File: src/rtl/counter_sched.sv
// counter_sched: round-robin command scheduler for a shared 4-bit mode counter.
// Two requesters present (mode, data, len) commands; the winner owns the counter
// for an accept cycle, len enable cycles and one completion cycle.
module counter_sched #(
  parameter int LEN_W = 8
) (
  input  logic             clk,
  input  logic             reset,
  input  logic             req0_valid,
  output logic             req0_ready,
  input  logic [1:0]       req0_mode,
  input  logic [3:0]       req0_data,
  input  logic [LEN_W-1:0] req0_len,
  input  logic             req1_valid,
  output logic             req1_ready,
  input  logic [1:0]       req1_mode,
  input  logic [3:0]       req1_data,
  input  logic [LEN_W-1:0] req1_len,
  output logic             cnt_enable,
  output logic [1:0]       cnt_mode,
  output logic [3:0]       cnt_D,
  input  logic             cnt_rco,
  output logic             done,
  output logic             done_id,
  output logic             done_rco
);

  typedef enum logic [1:0] {
    ST_IDLE = 2'd0,
    ST_RUN  = 2'd1,
    ST_DONE = 2'd2
  } state_e;

  localparam logic [1:0]       MODE_LOAD = 2'b11;
  localparam logic [LEN_W-1:0] LEN_ONE   = LEN_W'(1);

  state_e           state_q, state_d;
  logic             last_grant_q, last_grant_d;   // also the owner of the active command
  logic [LEN_W-1:0] remaining_q, remaining_d;
  logic             rco_seen_q, rco_seen_d;
  logic             cnt_enable_q, cnt_enable_d;
  logic [1:0]       cnt_mode_q, cnt_mode_d;
  logic [3:0]       cnt_d_q, cnt_d_d;
  logic             done_q, done_d;
  logic             done_id_q, done_id_d;
  logic             done_rco_q, done_rco_d;

  logic             grant0, grant1;
  logic             hs0, hs1;
  logic [1:0]       sel_mode;
  logic [3:0]       sel_data;
  logic [LEN_W-1:0] sel_len;
  logic [LEN_W-1:0] eff_len;

  // Round-robin arbiter: a lone requester wins; on contention the requester
  // that was not granted last wins. Readiness only exists in IDLE.
  always_comb begin
    grant0     = req0_valid && (!req1_valid || last_grant_q);
    grant1     = req1_valid && (!req0_valid || !last_grant_q);
    req0_ready = (state_q == ST_IDLE) && !reset && grant0;
    req1_ready = (state_q == ST_IDLE) && !reset && grant1;
    hs0        = req0_valid && req0_ready;
    hs1        = req1_valid && req1_ready;
  end

  // Select the winning command and derive its effective run length:
  // a load runs for one cycle, and a zero length behaves as one.
  always_comb begin
    if (hs1) begin
      sel_mode = req1_mode;
      sel_data = req1_data;
      sel_len  = req1_len;
    end else begin
      sel_mode = req0_mode;
      sel_data = req0_data;
      sel_len  = req0_len;
    end
    if (sel_mode == MODE_LOAD || sel_len == '0) begin
      eff_len = LEN_ONE;
    end else begin
      eff_len = sel_len;
    end
  end

  // Next-state and registered-output logic for the IDLE/RUN/DONE sequencer.
  always_comb begin
    // NOTE: every signal gets a default before the case so no path leaves one unassigned (no latches).
    state_d      = state_q;
    last_grant_d = last_grant_q;
    remaining_d  = remaining_q;
    rco_seen_d   = rco_seen_q;
    cnt_enable_d = 1'b0;
    cnt_mode_d   = cnt_mode_q;
    cnt_d_d      = cnt_d_q;
    done_d       = 1'b0;
    done_id_d    = done_id_q;
    done_rco_d   = done_rco_q;

    unique case (state_q)
      ST_IDLE: begin
        if (hs0 || hs1) begin
          state_d      = ST_RUN;
          last_grant_d = hs1;
          remaining_d  = eff_len;
          rco_seen_d   = 1'b0;
          cnt_mode_d   = sel_mode;
          cnt_d_d      = sel_data;
          cnt_enable_d = 1'b1;
        end
      end

      ST_RUN: begin
        rco_seen_d = rco_seen_q | cnt_rco;
        if (remaining_q <= LEN_ONE) begin
          // Final enable cycle: the rco of this cycle still counts.
          state_d    = ST_DONE;
          done_d     = 1'b1;
          done_id_d  = last_grant_q;
          done_rco_d = rco_seen_q | cnt_rco;
        end else begin
          remaining_d  = remaining_q - LEN_ONE;
          cnt_enable_d = 1'b1;
        end
      end

      ST_DONE: begin
        state_d = ST_IDLE;
      end

      default: begin
        state_d = ST_IDLE;
      end
    endcase
  end

  // State and output registers; synchronous reset dominates and aborts any run.
  always_ff @(posedge clk) begin
    // NOTE: sequential state uses non-blocking assignments so all registers update from the same pre-edge values.
    if (reset) begin
      state_q      <= ST_IDLE;
      last_grant_q <= 1'b1;
      remaining_q  <= '0;
      rco_seen_q   <= 1'b0;
      cnt_enable_q <= 1'b0;
      cnt_mode_q   <= 2'b00;
      cnt_d_q      <= 4'h0;
      done_q       <= 1'b0;
      done_id_q    <= 1'b0;
      done_rco_q   <= 1'b0;
    end else begin
      state_q      <= state_d;
      last_grant_q <= last_grant_d;
      remaining_q  <= remaining_d;
      rco_seen_q   <= rco_seen_d;
      cnt_enable_q <= cnt_enable_d;
      cnt_mode_q   <= cnt_mode_d;
      cnt_d_q      <= cnt_d_d;
      done_q       <= done_d;
      done_id_q    <= done_id_d;
      done_rco_q   <= done_rco_d;
    end
  end

  assign cnt_enable = cnt_enable_q;
  assign cnt_mode   = cnt_mode_q;
  assign cnt_D      = cnt_d_q;
  assign done       = done_q;
  assign done_id    = done_id_q;
  assign done_rco   = done_rco_q;

endmodule

File: config.mk
export PLATFORM = sky130hd
export DESIGN_NAME = counter_sched
export DESIGN_NICKNAME = d
export VERILOG_FILES = /design/src/rtl/counter_sched.sv
export SDC_FILE = /design/constraint.sdc
export NUM_CORES = 1
export LEC_CHECK = 0
export ABC_AREA = 1
export BUFFER_PORTS_ARGS = -buffer_cell sky130_fd_sc_hd__buf_4
export CAP_MARGIN = 20
export CORE_ASPECT_RATIO = 1.2
export CORE_MARGIN = 4
export CORE_UTILIZATION = 30
export DETAILED_ROUTE_END_ITERATION = 8
export PLACE_DENSITY = 0.59
export SYNTH_ARGS = -nofsm -noshare
export SYNTH_HDL_FRONTEND = slang
export SYNTH_SLANG_ARGS = --single-unit
File: constraint.sdc
create_clock -name clk -period 1.85 [get_ports clk]
set_input_delay 0.185 -clock clk [delete_from_list [all_inputs] [get_ports clk]]
set_output_delay 0.185 -clock clk [all_outputs]
set_load 0.02 [all_outputs]
# --- Word level (Yosys, flattened, before mapping) ---
# Cells that the tools add are included.
totals:
  mem_bits_rw: 0
  mem_count: 0
  latchBits: 0
  register_bits: 22
  out_inout_bits: 12
  input_bits: 33
  word_cells: 59
  rom_bits: 0
classes:
  n_shift: 0
  n_eq_ne: 5
  n_bitwise: 2
  n_addsub: 1
  magnitude_cmp: 1
  n_mul: 0
  n_reduce_logical: 24
  div: 0
  n_mux: 16
op_table:
  columns: ["cell", "n"]
  rows:
  - ["8-bit 2-to-1 mux", 4]
  - ["8-bit case mux with 2 select lines", 1]
  - ["8-bit by 1-bit less-or-equal comparator with 1-bit output (second input constant)", 1]
  - ["8-bit logical NOT", 1]
  - ["2-bit AND reduction", 4]
  - ["8-bit by 1-bit subtractor with 8-bit output (second input constant)", 1]
  - ["1-bit logical AND", 7]
  - ["2-bit 2-to-1 mux", 3]
  - ["1-bit logical NOT", 4]
  - ["1-bit logical OR", 4]
  - ["1-bit 2-to-1 mux", 4]
  - ["4-bit 2-to-1 mux", 1]
  - ["2-bit != test (second input constant)", 2]
  - ["1-bit case mux with 2 select lines", 2]
  - ["2-bit case mux with 2 select lines", 1]
  - ["3-bit AND reduction", 1]
  - ["2-bit by 1-bit equality test with 1-bit output (second input constant)", 1]
  - ["2-bit equality test (second input constant)", 1]
  - ["2-bit logical NOT", 1]
  - ["2-bit by 1-bit != test with 1-bit output (second input constant)", 1]
  - ["2-bit nonzero test", 1]
  - ["2-bit OR reduction", 1]
  - ["1-bit NOT", 1]
  - ["1-bit OR", 1]

# --- Depth between registers and ports, before layout ---
# Gate-level depths: netlist of the first run.
depth:
  depth_word: 11
  ltp_mapped: 13
  depth_no_buf: 12

# --- Worst setup path before layout of the first run ---
# No wires, ideal clock.
synth_timing:
  path_type: "register to register"
  start: "register state_q[0]"
  end: "register remaining_q[7]"
  setup_ns: 0.116
  stages_incl_launch_ff: 12
  t_required_ns: 1.734
  arrival_ns: 1.438
  synth_period_minus_slack_ns: 1.554
  n_path_buf: 1
  slack_ns: 0.296
  path_cell_list: "dfxtp_1 -> nor2_2 -> nand2_4 -> nor2_1 -> nor2_2 -> inv_2 -> a21oi_4 -> inv_2 -> buf_6 -> nand2_2 -> inv_1 -> a21oi_1"
synth_via:
  elab_cells_between_ends: 20
  classes_between: "4 x eq/ne; 5 x mux; 11 x reduce/logical"
synth_lines:
  columns: ["item", "line", "source"]
  rows:
  - ["start, declared", "37", "state_e state_q, state_d;"]
  - ["start signal, assigned", "151", "state_q <= state_d;"]
  - ["2-bit logical NOT", "60", "req0_ready = (state_q == ST_IDLE) && !reset && grant0;"]
  - ["1-bit logical AND (2 in a row)", "60", null]
  - ["named net req0_ready", "10", "output logic req0_ready,"]
  - ["1-bit logical AND", "62", "hs0 = req0_valid && req0_ready;"]
  - ["1-bit logical OR", "101", "if (hs0 || hs1) begin"]
  - ["2-bit by 1-bit != test with 1-bit output (no line)", null, null]
  - ["3-bit AND reduction (no line)", null, null]
  - ["end signal, assigned", "153", "remaining_q <= remaining_d;"]
  - ["end, declared", "39", "logic [LEN_W-1:0] remaining_q, remaining_d;"]
# The timed path passes the listed nets, and every way through them passes these cells. The select of a mux whose other input is x is not followed.
# A chain may end at the register's enable or synchronous reset.

# --- Final worst setup path of the first run ---
layout_timing:
  start: "register last_grant_q"
  end: "register remaining_q[0]"
layout_via:
  elab_chain_cells: 11
  elab_cells_between_ends: 20
  classes_between: "2 x eq/ne; 5 x mux; 13 x reduce/logical"
layout_rtl:
  columns: ["item", "line", "source"]
  rows:
  - ["start, declared", "38", "logic last_grant_q, last_grant_d;"]
  - ["start signal, assigned", "152", "last_grant_q <= last_grant_d;"]
  - ["1-bit logical NOT", "59", "grant1 = req1_valid && (!req0_valid || !last_grant_q);"]
  - ["1-bit logical OR", "59", null]
  - ["1-bit logical AND", "59", null]
  - ["1-bit logical AND", "61", "req1_ready = (state_q == ST_IDLE) && !reset && grant1;"]
  - ["1-bit logical AND", "63", "hs1 = req1_valid && req1_ready;"]
  - ["8-bit 2-to-1 mux or 2-bit 2-to-1 mux (tied branches)", "69", "if (hs1) begin"]
  - ["8-bit logical NOT or 2-bit equality test (tied branches)", "78", "if (sel_mode == MODE_LOAD || sel_len == '0) begin"]
  - ["1-bit logical OR", "78", null]
  - ["8-bit 2-to-1 mux", "78", null]
  - ["8-bit 2-to-1 mux", "101", null]
  - ["8-bit case mux with 2 select lines", "99", "unique case (state_q)"]
# Several ways; a longest one is shown, not always the timed one. The select of a mux whose other input is x is not followed.

==> impl_metrics.csv, run 1 <==
group,metric,value,unit
power_and_ir_drop,peakVddDrop,0.3339,mV
clock_tree,root_buffer,"clkbuf_8",
routing,wire_per_inst,10.30,um
yosys,seq_area_frac_synth,0.3088,
yosys,synthCells,220,
yosys,ys_warn_count,0,
yosys,ys_seq_elements,22,
flow_run,maxCapViolations,0,
yosys,synth_area,1426,um2
timing,layout_min_cycle_time,1.606,ns
routing,routed_wl,3336,um
timing,slew_headroom,0.8241,
final_layout,fin_cells,324,
timing,finalSetupViolCount,0,
grt,grt_max_degree,16,
hold_path,hold_class,"primary input to flip-flop",
clock_tree,ctsHoldBuffers,0,
critical_path,required,2.04,ns
power_and_ir_drop,cellLeakagePower,0.9845,nW
placed_design,dp_cells,320,
grt,grt_pass1_wl,5768,um
yosys,postSynthAreaPerCell,6.483,um2
grt,grt_pass1_vias,1327,
final_layout,layout_common_cells,"49 x buf_4, 43 x nand2_1, 34 x nor2_1, 25 x inv_1, 22 x dfxtp_1",
placed_design,dp_hpwl,2699,um
power_and_ir_drop,p_total,1.795,mW
routing,drt_pass1_iterations,4,
timing,tightest_slew,0.2632,ns
floorplanning,placementRows,27,
grt,grt_usage,0.1166,
grt,grt_antenna_before_repair,0,
placed_design,postPlaceCellArea,1817,um2
critical_path,cp_max_fo,12,
critical_path,cp.arrival,1.80,ns
routing,vias,1417,
clock_tree,cts_made_buffers,3,
final_layout,antenna-diode-count,0,
clock_tree,cts_max_level,1,
floorplanning,ios,45,
timing,skew,0.006410,ns
timing,fin_crit_sh,0.8679,
final_layout,final_common_cell,"buf_4",
critical_path,worstSetupStartpointType,"flip-flop",
floorplanning,die_x,70.95,um
yosys,synth_cell_types,28,
routing,postRouteAntennaNets,0,
clock_tree,cts_tree,"yes",
placed_design,port_buffers,44,
clock_tree,clk_latency,0.26,ns
yosys,synthesis.nets,255,
floorplanning,start_util,0.3105,
timing,finalSetupTns,0,ns
floorplanning,die_area,5926,um2
routing,via_per_inst,4.373,
final_layout,syn_to_final_growth,32.37,%
timing,finalMaxSlewViolations,0,
placed_design,gp_congestion,0.8467,
clock_tree,cts_resized,0,
clock_tree,cts_setup_buffers,0,
grt,overflow,0,
timing,max_freq,622.8,MHz
routing,drc,0,
final_layout,final_nets,302,
floorplanning,core,4594,um2
critical_path,path_class,"flip-flop to flip-flop",
clock_tree,clkSinkCount,22,
timing,finalHoldViolCount,0,
clock_tree,clk_pin_slew,0.09,ns
timing,rsz0062_at_grt,"no",
hold_path,whs_path_depth,2,
power_and_ir_drop,power.density,950.9,nW/um2
clock_tree,clk_path_buf_depth,2,
final_layout,final_area,1888,um2
status,status,"finished clean",
final_layout,fillers,539,
routing,first_iter_violations,47,
critical_path,critPathCaptureType,"flip-flop",
critical_path,ff2ff_path_depth,12,
floorplanning,die_height,83.54,um
final_layout,drive_gt1_frac,0.2932,
final_layout,post-route-util,0.4109,
==> kinds of logic (layout without fill, tap and decap cells) <==
group / Yosys count / after routing / share of synthesized area
and+or+nand+nor: 108 / 108 / 0.3605
buffers and inverters: 38 / 84 / 0.1167
AOI/OAI and AO/OA: 49 / 49 / 0.1904
xor gates and xnor gates: 1 / 1 / 0.006141
adders and majority gates: 2 / 2 / 0.01754
DFF: 22 / 22 / 0.3088
==> worst max-delay path: stages, from the launching register on <==
cell and delay [ns]:
dfxtp_1 0.38, nand2_1 0.10, nand2_4 0.12, inv_2 0.05, nand2_2 0.20, nand2_1 0.08, nand2_1 0.08, nand2_1 0.08
nor2_4 0.13, nand2_4 0.08, nand3_2 0.07, nand2_1 0.06, a21oi_1 0.11
==> stage by stage <==
step	worst slack, ns	hold slack [ns]
2_1_floorplan	0.2958	0.3650
3_3_place_gp	0.2630	0.4532
3_5_place_dp	0.2488	0.4574
4_1_cts	0.2025	0.1684
5_1_grt	0.004419	0.1880
6_report	0.2443	0.1802
==> state kept, by name (all words and copies together) (netlist names) <==
signal        count
remaining_q       8
cnt_D             4
cnt_mode          2
state_q           2
cnt_enable        1
done              1
done_id           1
done_rco          1
last_grant_q      1
rco_seen_q        1
==> worst paths after layout <==
path                              startpoint              to  slack (ns)
worst max-delay path            last_grant_q  remaining_q[0]        0.24
worst min-delay path                   reset      rco_seen_q        0.18
worst max register to register  last_grant_q  remaining_q[0]        0.24
worst min register to register    rco_seen_q      rco_seen_q        0.47
==> routing by layer <==
metal,up-vias,part of all wire,wire (um),GRT usage
met5,-,0,0,0
met3,2,0.036,121,0.01807
li1,789,-,-,-
met4,0,0.0081,27,0.03590
met2,23,0.49,1635,0.1949
met1,603,0.47,1552,0.1524
==> synth_stat cells (all sizes together) <==
cell	count	share of area
nand2	51	0.16
a31oi	2	0.0088
o21bai	3	0.016
nor3	1	0.0035
ha	2	0.018
clkbuf	3	0.0079
xor2	1	0.0061
a21oi	21	0.082
buf	4	0.027
nor2	41	0.14
o21ai	22	0.080
or2	2	0.0088
o22ai	1	0.0044
nand3	13	0.049
inv	31	0.082
dfxtp	22	0.31
==> area by class of cell <==
class                   count  area (um2)  share of cell area
flip-flops and latches     22       440.4              0.2333
inverters                  31       116.4             0.06163
multi-input cells         160       819.5              0.4341
repair buffers             49       367.9              0.1948
well taps                  58       72.57             0.03844
clock inverters             1       30.03             0.01590
clock buffers               3       41.29             0.02187
==> power breakdown <==
group,internal [mW],switching (mW)
clock network,0.289,0.158
registers,0.550,0.0599
logic,0.305,0.433
total,1.14,0.652
Power figures use the tool's default switching activity.
==> run 2: changes to the inputs <==
CELL_PAD_IN_SITES_DETAIL_PLACEMENT = 0   (was default)
CELL_PAD_IN_SITES_GLOBAL_PLACEMENT = 1   (was default)
PLACE_DENSITY = 0.77   (was 0.59)
==> impl_metrics.csv, run 2 (synthesized netlist as in run 1, its figures left out) <==
group,metric,value,unit
status,status,"finished clean",
hold_path,whs_path_depth,2,
placed_design,dp_hpwl,2856,um
floorplanning,placementRows,27,
final_layout,final_nets,301,
clock_tree,clk_path_buf_depth,2,
floorplanning,start_util,0.3105,
final_layout,final_common_cell,"buf_4",
critical_path,cpMostUsedCell,"inv_2",
critical_path,path_buf_inv,3,
timing,finalMaxSlewViolations,0,
hold_path,hold_class,"primary input to flip-flop",
critical_path,ff2ff_path_depth,10,
clock_tree,cts_tree,"yes",
timing,layout_min_cycle_time,1.635,ns
grt,grt_antenna_before_repair,0,
routing,via_per_inst,4.437,
grt,grt_max_degree,16,
clock_tree,cts_made_buffers,3,
critical_path,cp.arrival,1.83,ns
hold_path,holdPathEnd,"cnt_D[1]",
final_layout,drive_gt1_frac,0.2943,
critical_path,crit_chain,"nand2_1, nand2_4, nor2_8, nor2_2, inv_2, a21oi_4, inv_2, o21ai_0, inv_1, a21oi_1",
final_layout,syn_to_final_growth,32.02,%
power_and_ir_drop,p_total,1.788,mW
critical_path,r2r_setup_slack,0.22,ns
timing,rsz0062_at_grt,"no",
critical_path,timing.rr.start,"last_grant_q",
routing,routed_wl,3547,um
final_layout,top_register,"remaining_q",
power_and_ir_drop,power.density,949.5,nW/um2
final_layout,largest_reg_flops,8,
routing,wire_per_inst,10.98,um
placed_design,port_buffers,44,
critical_path,path_class,"flip-flop to flip-flop",
critical_path,worstSetupStartpointType,"flip-flop",
floorplanning,die_x,70.95,um
power_and_ir_drop,peakVddDrop,0.3177,mV
floorplanning,core,4594,um2
timing,finalHoldViolCount,0,
critical_path,required,2.05,ns
clock_tree,clkSinkCount,22,
final_layout,layout_common_cells,"48 x buf_4, 43 x nand2_1, 34 x nor2_1, 25 x inv_1, 22 x dfxtp_1",
hold_path,worstHoldStart,"reset",
routing,first_iter_violations,31,
floorplanning,die_height,83.54,um
timing,slew_headroom,0.8030,
routing,postRouteAntennaNets,0,
clock_tree,clk_latency,0.27,ns
flow_run,maxCapViolations,0,
placed_design,gp_congestion,0.7441,
grt,grt_pass1_wl,6182,um
routing,drt_pass1_iterations,4,
grt,grt_usage,0.1261,
timing,max_freq,611.8,MHz
routing,drc,0,
grt,overflow,0,
timing,finalSetupViolCount,0,
critical_path,cpMaxStageDelayCell,"dfxtp_1",
critical_path,cp_max_fo,15,
timing,finalSetupTns,0,ns
critical_path,critPathCaptureType,"flip-flop",
final_layout,antenna-diode-count,0,
timing,skew,0.008707,ns
grt,grt_pass1_vias,1403,
critical_path,path_delay_family,"simple AND/OR/NAND/NOR gates",
critical_path,max_stage_delay,0.38,ns
floorplanning,ios,45,
routing,vias,1433,
clock_tree,cts_setup_buffers,0,
power_and_ir_drop,cellLeakagePower,0.9778,nW
floorplanning,die_area,5926,um2
timing,tightest_slew,0.2951,ns
timing,fin_crit_sh,0.8836,
clock_tree,clk_pin_slew,0.08,ns
clock_tree,cts_max_level,1,
critical_path,reg2reg_to,"remaining_q[6]",
clock_tree,root_buffer,"clkbuf_8",
## run 2: changes by cell type in the layout (fill, tap and decap cells not counted), sizes merged
cell / delta
buf: -1
## run 2: cell type report
cell class | instances | area (um2)
clock buffers | 3 | 41.29
clock inverters | 1 | 30.03
fillers | 539 | 2711
inverters | 31 | 116.4
multi-input cells | 160 | 822.0
flip-flops and latches | 22 | 440.4
well taps | 58 | 72.57
repair buffers | 48 | 360.3
## run 2: per-stage QoR
stage	instances	worst slack (ns)	utilization	area, um2	hold slack [ns]
2_1_floorplan	220	0.2958	-	1426	0.3650
3_3_place_gp	319	0.2527	0.3938	1809	0.4547
3_5_place_dp	319	0.2291	0.3938	1809	0.4597
4_1_cts	323	0.1942	0.4093	1881	0.1748
5_1_grt	323	0.03743	0.4099	1883	0.1829
6_report	323	0.2154	0.4099	1883	0.1809
## run 2: worst max path at each step
stage	cells past startpoint	startpoint	end	slack, ns
floorplan	11	state_q[0]	remaining_q[7]	0.30
global placement	10	remaining_q[0]	remaining_q[6]	0.25
detailed placement	10	remaining_q[0]	remaining_q[6]	0.23
CTS	10	last_grant_q	remaining_q[6]	0.19
global route	10	last_grant_q	remaining_q[6]	0.04
finish	10	last_grant_q	remaining_q[6]	0.22
## run 2: repair_timing
item / 4_1_cts / 5_1_grt
endpoints found under the hold margin: 0 / 0
endpoints found under the setup margin: 0 / 1
gates resized for setup: 0 / 1
hold buffers: 0 / 0
## run 2: report_power, final
part / leakage [nW] / switching [mW] / internal [mW]
logic: 0.761 / 0.434 / 0.294
clock network: 0.0357 / 0.158 / 0.289
registers: 0.181 / 0.0618 / 0.550
total: 0.978 / 0.654 / 1.13
## run 2: per-layer routing
layer,track usage,vias to the layer above,part of all wire
met3,0.01566,3,0.033
met1,0.1617,609,0.46
li1,-,787,-
met4,0.04615,0,0.0076
met5,0,-,0
met2,0.2135,34,0.50
